===== config.mk =====
export PLATFORM = sky130hd
export DESIGN_NAME = oka_mult_pipe
export DESIGN_NICKNAME = d
export VERILOG_FILES = /design/src/rtl/oka_mult_pipe.sv
export SDC_FILE = /design/constraint.sdc
export NUM_CORES = 1
export LEC_CHECK = 0
export ABC_AREA = 1
export BUFFER_PORTS_ARGS = -buffer_cell sky130_fd_sc_hd__buf_2
export CAP_MARGIN = 20
export CORE_MARGIN = 4
export CORE_UTILIZATION = 60
export CTS_CLUSTER_SIZE = 20
export DETAILED_ROUTE_END_ITERATION = 8
export PLACE_DENSITY = 0.85
export SYNTH_ARGS = -nofsm -noshare
export SYNTH_HDL_FRONTEND = slang
export SYNTH_SLANG_ARGS = --single-unit
export TNS_END_PERCENT = 100

===== constraint.sdc =====
create_clock -name clk -period 15.3 [get_ports clk]
set_input_delay 3.06 -clock clk [delete_from_list [all_inputs] [get_ports clk]]
set_output_delay 3.06 -clock clk [all_outputs]
set_load 0.005 [all_outputs]

===== src/rtl/oka_mult_pipe.sv =====
// Three-stage pipelined Karatsuba multiplier with valid/ready handshake on both sides.
// Optional two's-complement mode works on magnitudes and negates the product at the end.
module oka_mult_pipe #(
  parameter int WIDTH  = 16,
  parameter bit SIGNED = 1'b0
) (
  input  logic                 clk,
  input  logic                 rst_n,
  input  logic                 in_valid,
  output logic                 in_ready,
  input  logic [WIDTH-1:0]     a,
  input  logic [WIDTH-1:0]     b,
  output logic                 out_valid,
  input  logic                 out_ready,
  output logic [2*WIDTH-1:0]   y,
  output logic [1:0]           inflight
);

  localparam int H  = WIDTH / 2;
  localparam int ZW = 2 * H + 2;
  localparam int PW = 2 * WIDTH;
  localparam logic [PW-1:0] ONE_P = {{(PW-1){1'b0}}, 1'b1};

  // Absolute value; the most negative input maps onto 2^(WIDTH-1) as an unsigned magnitude.
  function automatic logic [WIDTH-1:0] magnitude(input logic [WIDTH-1:0] x);
    logic [WIDTH-1:0] m;
    if (SIGNED && x[WIDTH-1]) begin
      m = ~x + {{(WIDTH-1){1'b0}}, 1'b1};
    end else begin
      m = x;
    end
    return m;
  endfunction

  logic              v1_q, v1_d, s1_q, s1_d;
  logic [WIDTH-1:0]  ma_q, ma_d, mb_q, mb_d;
  logic              v2_q, v2_d, s2_q, s2_d;
  logic [2*H-1:0]    z0_q, z0_d, z2_q, z2_d;
  logic [ZW-1:0]     zm_q, zm_d;
  logic              v3_q, v3_d;
  logic [PW-1:0]     y_q, y_d;
  logic [1:0]        inflight_q, inflight_d;

  logic              en_s;
  logic [H-1:0]      a_hi_s, a_lo_s, b_hi_s, b_lo_s;
  logic [H:0]        a_sum_s, b_sum_s;
  logic [ZW-1:0]     z1_s;
  logic [PW-1:0]     p_s;

  assign en_s     = ~v3_q | out_ready;
  assign in_ready = en_s;

  assign a_hi_s  = ma_q[WIDTH-1:H];
  assign a_lo_s  = ma_q[H-1:0];
  assign b_hi_s  = mb_q[WIDTH-1:H];
  assign b_lo_s  = mb_q[H-1:0];
  assign a_sum_s = {1'b0, a_hi_s} + {1'b0, a_lo_s};
  assign b_sum_s = {1'b0, b_hi_s} + {1'b0, b_lo_s};

  // z1 is the middle Karatsuba term; zm always dominates z0 + z2 so no borrow escapes.
  assign z1_s = zm_q - {2'b00, z0_q} - {2'b00, z2_q};
  assign p_s  = (PW'(z2_q) << WIDTH) + (PW'(z1_s) << H) + PW'(z0_q);

  // Next-state for all stages; a single global enable stalls the whole pipe.
  always_comb begin
    v1_d = v1_q;
    s1_d = s1_q;
    ma_d = ma_q;
    mb_d = mb_q;
    v2_d = v2_q;
    s2_d = s2_q;
    z0_d = z0_q;
    z2_d = z2_q;
    zm_d = zm_q;
    v3_d = v3_q;
    y_d  = y_q;
    if (en_s) begin
      v1_d = in_valid;
      if (in_valid) begin
        s1_d = SIGNED ? (a[WIDTH-1] ^ b[WIDTH-1]) : 1'b0;
        ma_d = magnitude(a);
        mb_d = magnitude(b);
      end else begin
        s1_d = s1_q;
      end
      v2_d = v1_q;
      if (v1_q) begin
        s2_d = s1_q;
        z0_d = {{H{1'b0}}, a_lo_s} * {{H{1'b0}}, b_lo_s};
        z2_d = {{H{1'b0}}, a_hi_s} * {{H{1'b0}}, b_hi_s};
        zm_d = {{(H+1){1'b0}}, a_sum_s} * {{(H+1){1'b0}}, b_sum_s};
      end else begin
        s2_d = s2_q;
      end
      v3_d = v2_q;
      if (v2_q) begin
        y_d = s2_q ? (~p_s + ONE_P) : p_s;
      end else begin
        y_d = y_q;
      end
    end else begin
      v1_d = v1_q;
    end
    inflight_d = {1'b0, v1_d} + {1'b0, v2_d} + {1'b0, v3_d};
  end

  // Pipeline registers; reset drops every in-flight entry and clears the product.
  always_ff @(posedge clk or negedge rst_n) begin
    if (!rst_n) begin
      v1_q       <= 1'b0;
      s1_q       <= 1'b0;
      ma_q       <= {WIDTH{1'b0}};
      mb_q       <= {WIDTH{1'b0}};
      v2_q       <= 1'b0;
      s2_q       <= 1'b0;
      z0_q       <= {(2*H){1'b0}};
      z2_q       <= {(2*H){1'b0}};
      zm_q       <= {ZW{1'b0}};
      v3_q       <= 1'b0;
      y_q        <= {PW{1'b0}};
      inflight_q <= 2'd0;
    end else begin
      v1_q       <= v1_d;
      s1_q       <= s1_d;
      ma_q       <= ma_d;
      mb_q       <= mb_d;
      v2_q       <= v2_d;
      s2_q       <= s2_d;
      z0_q       <= z0_d;
      z2_q       <= z2_d;
      zm_q       <= zm_d;
      v3_q       <= v3_d;
      y_q        <= y_d;
      inflight_q <= inflight_d;
    end
  end

  assign out_valid = v3_q;
  assign y         = y_q;
  assign inflight  = inflight_q;

endmodule

== Word-level counts from Yosys, hierarchy flattened ==
Index checks and enable logic that the tools add are counted.

* Register bits after elaboration: 119
* Latch bits: 0
* Memory bits (writable): 0
* ROM bits: 0
* Output and inout port bits: 36
* Word-level logic and storage cells: 29
* Memories: 0

* Add/sub/neg operators: 8
* Multiply operators: 3
* Divide/modulo/power cells: 0
* Magnitude comparators: 0
* Equal/unequal tests: 0
* Shifts and indexed selects: 0
* Multiplexer cells: 3
* Bitwise operators: 2
* Reduce and logical (&&, ||, !) cells: 3

{| class="wikitable"
|+ Operators by type and width
! kind !! count
|-
| 18-bit by 16-bit subtractor with 18-bit output || 2
|-
| 32-bit by 16-bit adder with 32-bit output || 1
|-
| 32-bit by 26-bit adder with 32-bit output || 1
|-
| 8-bit by 8-bit multiplier with 16-bit output || 2
|-
| 8-bit by 8-bit adder with 9-bit output || 2
|-
| 9-bit by 9-bit multiplier with 18-bit output || 1
|-
| 2-bit AND reduction || 3
|-
| 1-bit two-way mux || 3
|-
| 1-bit by 1-bit adder with 2-bit output || 1
|-
| 2-bit by 1-bit adder with 2-bit output || 1
|-
| 1-bit inverter || 1
|-
| 1-bit bitwise OR || 1
|}

== Longest topological paths before layout ==
* Depth in word-level cells: 5
* Gate-level depth with buffers: 32
* Depth with buffers taken out: 32

== Least setup slack after synthesis ==
OpenSTA, ideal clock, no wires.

* Path kind: input -> output
* Start: input out_ready
* End: output in_ready
* Arrival time: 3.265 ns
* Required time: 12.240 ns
* Path slack: 8.975 ns
* Cell stages on the path: 2
* Buffers on the path: 0
* Cell sequence: nor2_4 inv_2

* Longest elaborated chain between the ends: 1

{| class="wikitable"
|+ Ends and longest elaborated chain
! element !! line !! source
|-
| start, declared || 14 || <nowiki>input logic out_ready,</nowiki>
|-
| 1-bit bitwise OR || 50 || <nowiki>assign en_s = ~v3_q | out_ready;</nowiki>
|-
| end, declared || 10 || <nowiki>output logic in_ready,</nowiki>
|}

Every way passes these cells.

== Worst setup path after layout ==
Ends and elaborated chain as after synthesis.

==> qor.csv <==
stage,metric,value,unit
layout,n_antenna_cell,0,
die,ioPinCount,72,
die,placementRows,57,
timing,fin_crit_sh,43.5,%
worst_hold_path,hold_class,register to register,
clock_network,numCtsBuffers,17,
timing,slew_violations,0,
detailed_routing,drc,0,
layout,final_nets,2351,
detailed_routing,drt_iter0_markers,717,
synth,yosysTopAreaCellShare,20.2,%
synth,yosysMostFrequentCell,nand2_1,
synth,ys_ff_latch,119,
synth,synth_edf_count,0,
global_route,antenna_found_initial,0,
critical_path,cp.required,12.24,ns
synth,synth-warning-count,0,
clock_network,cts.sinks,119,
clock_network,cts_tree,built,
detailed_routing,firstDrtPassIters,5,
synth,syn_inst,1969,
critical_path,r2r.worst_path.cells,27,
detailed_routing,viasPerCell,5.35,
clock_network,ctsHoldBuffers,0,
global_route,first_global_vias,12400,
die,core_area,24200,sq um
timing,setup_viol,0,
detailed_routing,drt-total-wl,36200,microns
critical_path,start_kind,input pin,
synth,netlist_area,14700,sq um
status,status,"finished, final reports clean",
clock_network,cts_resized,0,
global_route,gr-total-overflow,0,
timing,hold_viol,0,
flow_run,drv_cap,0,
synth,netlist_top_cells_area,"dfrtp_1, fa_1, nand2_1, ha_1, inv_1",
placement,dp_hpwl,29100,microns
timing,worst_pin_slew,0.934,ns
synth,synth_commonest_cells,"nand2_1, inv_1, ha_1, fa_1, dfrtp_1",
detailed_routing,routedWlPerCell,15.4,microns
detailed_routing,route.vias.total,12600,
die,die_area,27100,sq um
layout,drive_gt1_share,7.66,%
critical_path,r2r_setup_slack,9.47,ns
critical_path,crit_fanout,5,
synth,synthFlopType,dfrtp_1,
clock_network,clock_path_buffers,2,
worst_hold_path,whs_path_depth,2,
timing,skew,0.0128,ns
placement,place.gp.congestion,1.03,
clock_network,path_clk_slew,0.06,ns
synth,yosysSeqAreaShare,20.2,%
timing,fin_setup_tns,0,ns
global_route,grt_pass1_wl,60200,microns
clock_network,cts_setup_buffers,0,
placement,port_buffers,71,
timing,max_freq,0.150,GHz
critical_path,arrival,3.60,ns
clock_network,clock_latency,0.43,ns
global_route,grtUsageTotal,27.8,%
critical_path,end_kind,primary output,
timing,fin_crit,6.66,ns
synth,avgSynthCellArea,7.48,sq um
clock_network,clockRootBuffer,clkbuf_16,
layout,area_delta_synth_final,8.20,%
synth,synth_nets,2310,
timing,slew_headroom,37.6,%
die,initial_utilization,60.8,%
detailed_routing,drtAntennaViolNets,0,
global_route,grt_max_degree,74,
synth,synthArstFlopShare,100,%
timing,rsz0062_at_grt,false,
clock_network,cts-htree-levels,4,
die,die_x,165,microns
die,die-height,165,microns
critical_path,critPathKind,input pin to primary output,
synth,synth_cell_types,42,
synth,yosysTopAreaCell,dfrtp_1,
-- flip-flops by register name (all words and copies together), names as in the netlist --
signal     cells
inflight       2
ma_q          16
mb_q          16
out_valid      1
v1_q           1
v2_q           1
y             32
z0_q          16
z2_q          16
zm_q          18
-- placed cells by master (no fill, tap or decap), types with 3 or more instances in the layout --
cell / synthesis / layout
inv_1: 398 / 398
clkbuf_16: 0 / 17
nand3_1: 86 / 86
mux2_1: 21 / 21
buf_4: 2 / 3
clkinv_1: 4 / 4
o31ai_1: 3 / 3
buf_2: 9 / 70
xnor2_1: 22 / 22
o21ai_0: 24 / 24
nand4_1: 12 / 12
xor2_1: 24 / 24
a21oi_1: 57 / 57
inv_6: 0 / 3
nand2_1: 580 / 580
nor2_1: 109 / 109
xor2_2: 4 / 4
or2_1: 8 / 8
ha_1: 163 / 163
mux2_2: 7 / 7
o21ai_1: 45 / 45
a31oi_1: 15 / 15
inv_8: 0 / 7
nand3b_1: 11 / 11
nand2_2: 4 / 4
fa_1: 142 / 142
nor3_1: 12 / 12
dfrtp_1: 119 / 119
o21bai_1: 6 / 6
inv_2: 22 / 22
a21o_1: 3 / 3
-- per-stage QoR --
stage	instance area (sq um)	setup slack, ns	std cells	hold slack, ns	util, %
floorplan	14700	8.98	1969	0.456	-
global placement	15300	8.65	2314	0.454	63.1
detailed placement	15300	8.66	2314	0.465	63.1
CTS	15900	8.65	2346	0.482	65.7
global route	15900	8.61	2347	0.498	65.8
finish	15900	8.64	2347	0.478	65.8
-- final timing paths --
path / endpoint / start
max in group asynchronous: z2_q[11] / rst_n
min in group asynchronous: y[8] / rst_n
min: y[20] / y[20]
min reg2reg: y[20] / y[20]
max: in_ready / out_ready
max reg2reg: zm_q[17] / ma_q[8]
-- logic make-up (layout without fill, tap and decap cells) --
kind of cell    count (synthesis)  in the layout  synth area share [%]
buf+inv                       476            530                  12.3
flops                         119            119                  20.2
mux                            28             28                  2.14
compound gates                162            162                  6.19
simple gates                  828            828                  22.8
fa+ha+maj                     305            305                  33.1
xor+xnor                       51             51                  3.29
-- worst max-delay path, stage by stage --
cell and delay, ns:
buf_2 0.11, nor2_4 0.17, inv_2 0.11, buf_2 0.14
-- routing by layer --
| metal | track usage (%) | vias to the layer above | share of wire [%] |
|---|---|---|---|
| li1 | - | 6092 | - |
| met1 | 35.0 | 5940 | 42 |
| met2 | 49.1 | 447 | 49 |
| met3 | 4.59 | 73 | 6.1 |
| met4 | 8.85 | 0 | 3.0 |
| met5 | 0 | - | 0 |
-- final cells by class --
type	count	area [sq um]
Inverter	424	1590
Timing Repair Buffer	74	393
Clock buffer	17	425
Multi-Input combinational cell	1374	9950
Fill cell	2039	8300
Sequential cell	119	2980
Tap cell	324	405
Clock inverter	15	199
Power is left out: the tool's default activity adds up to more than one toggle a clock period on the data nets, which glitch-free logic cannot reach.
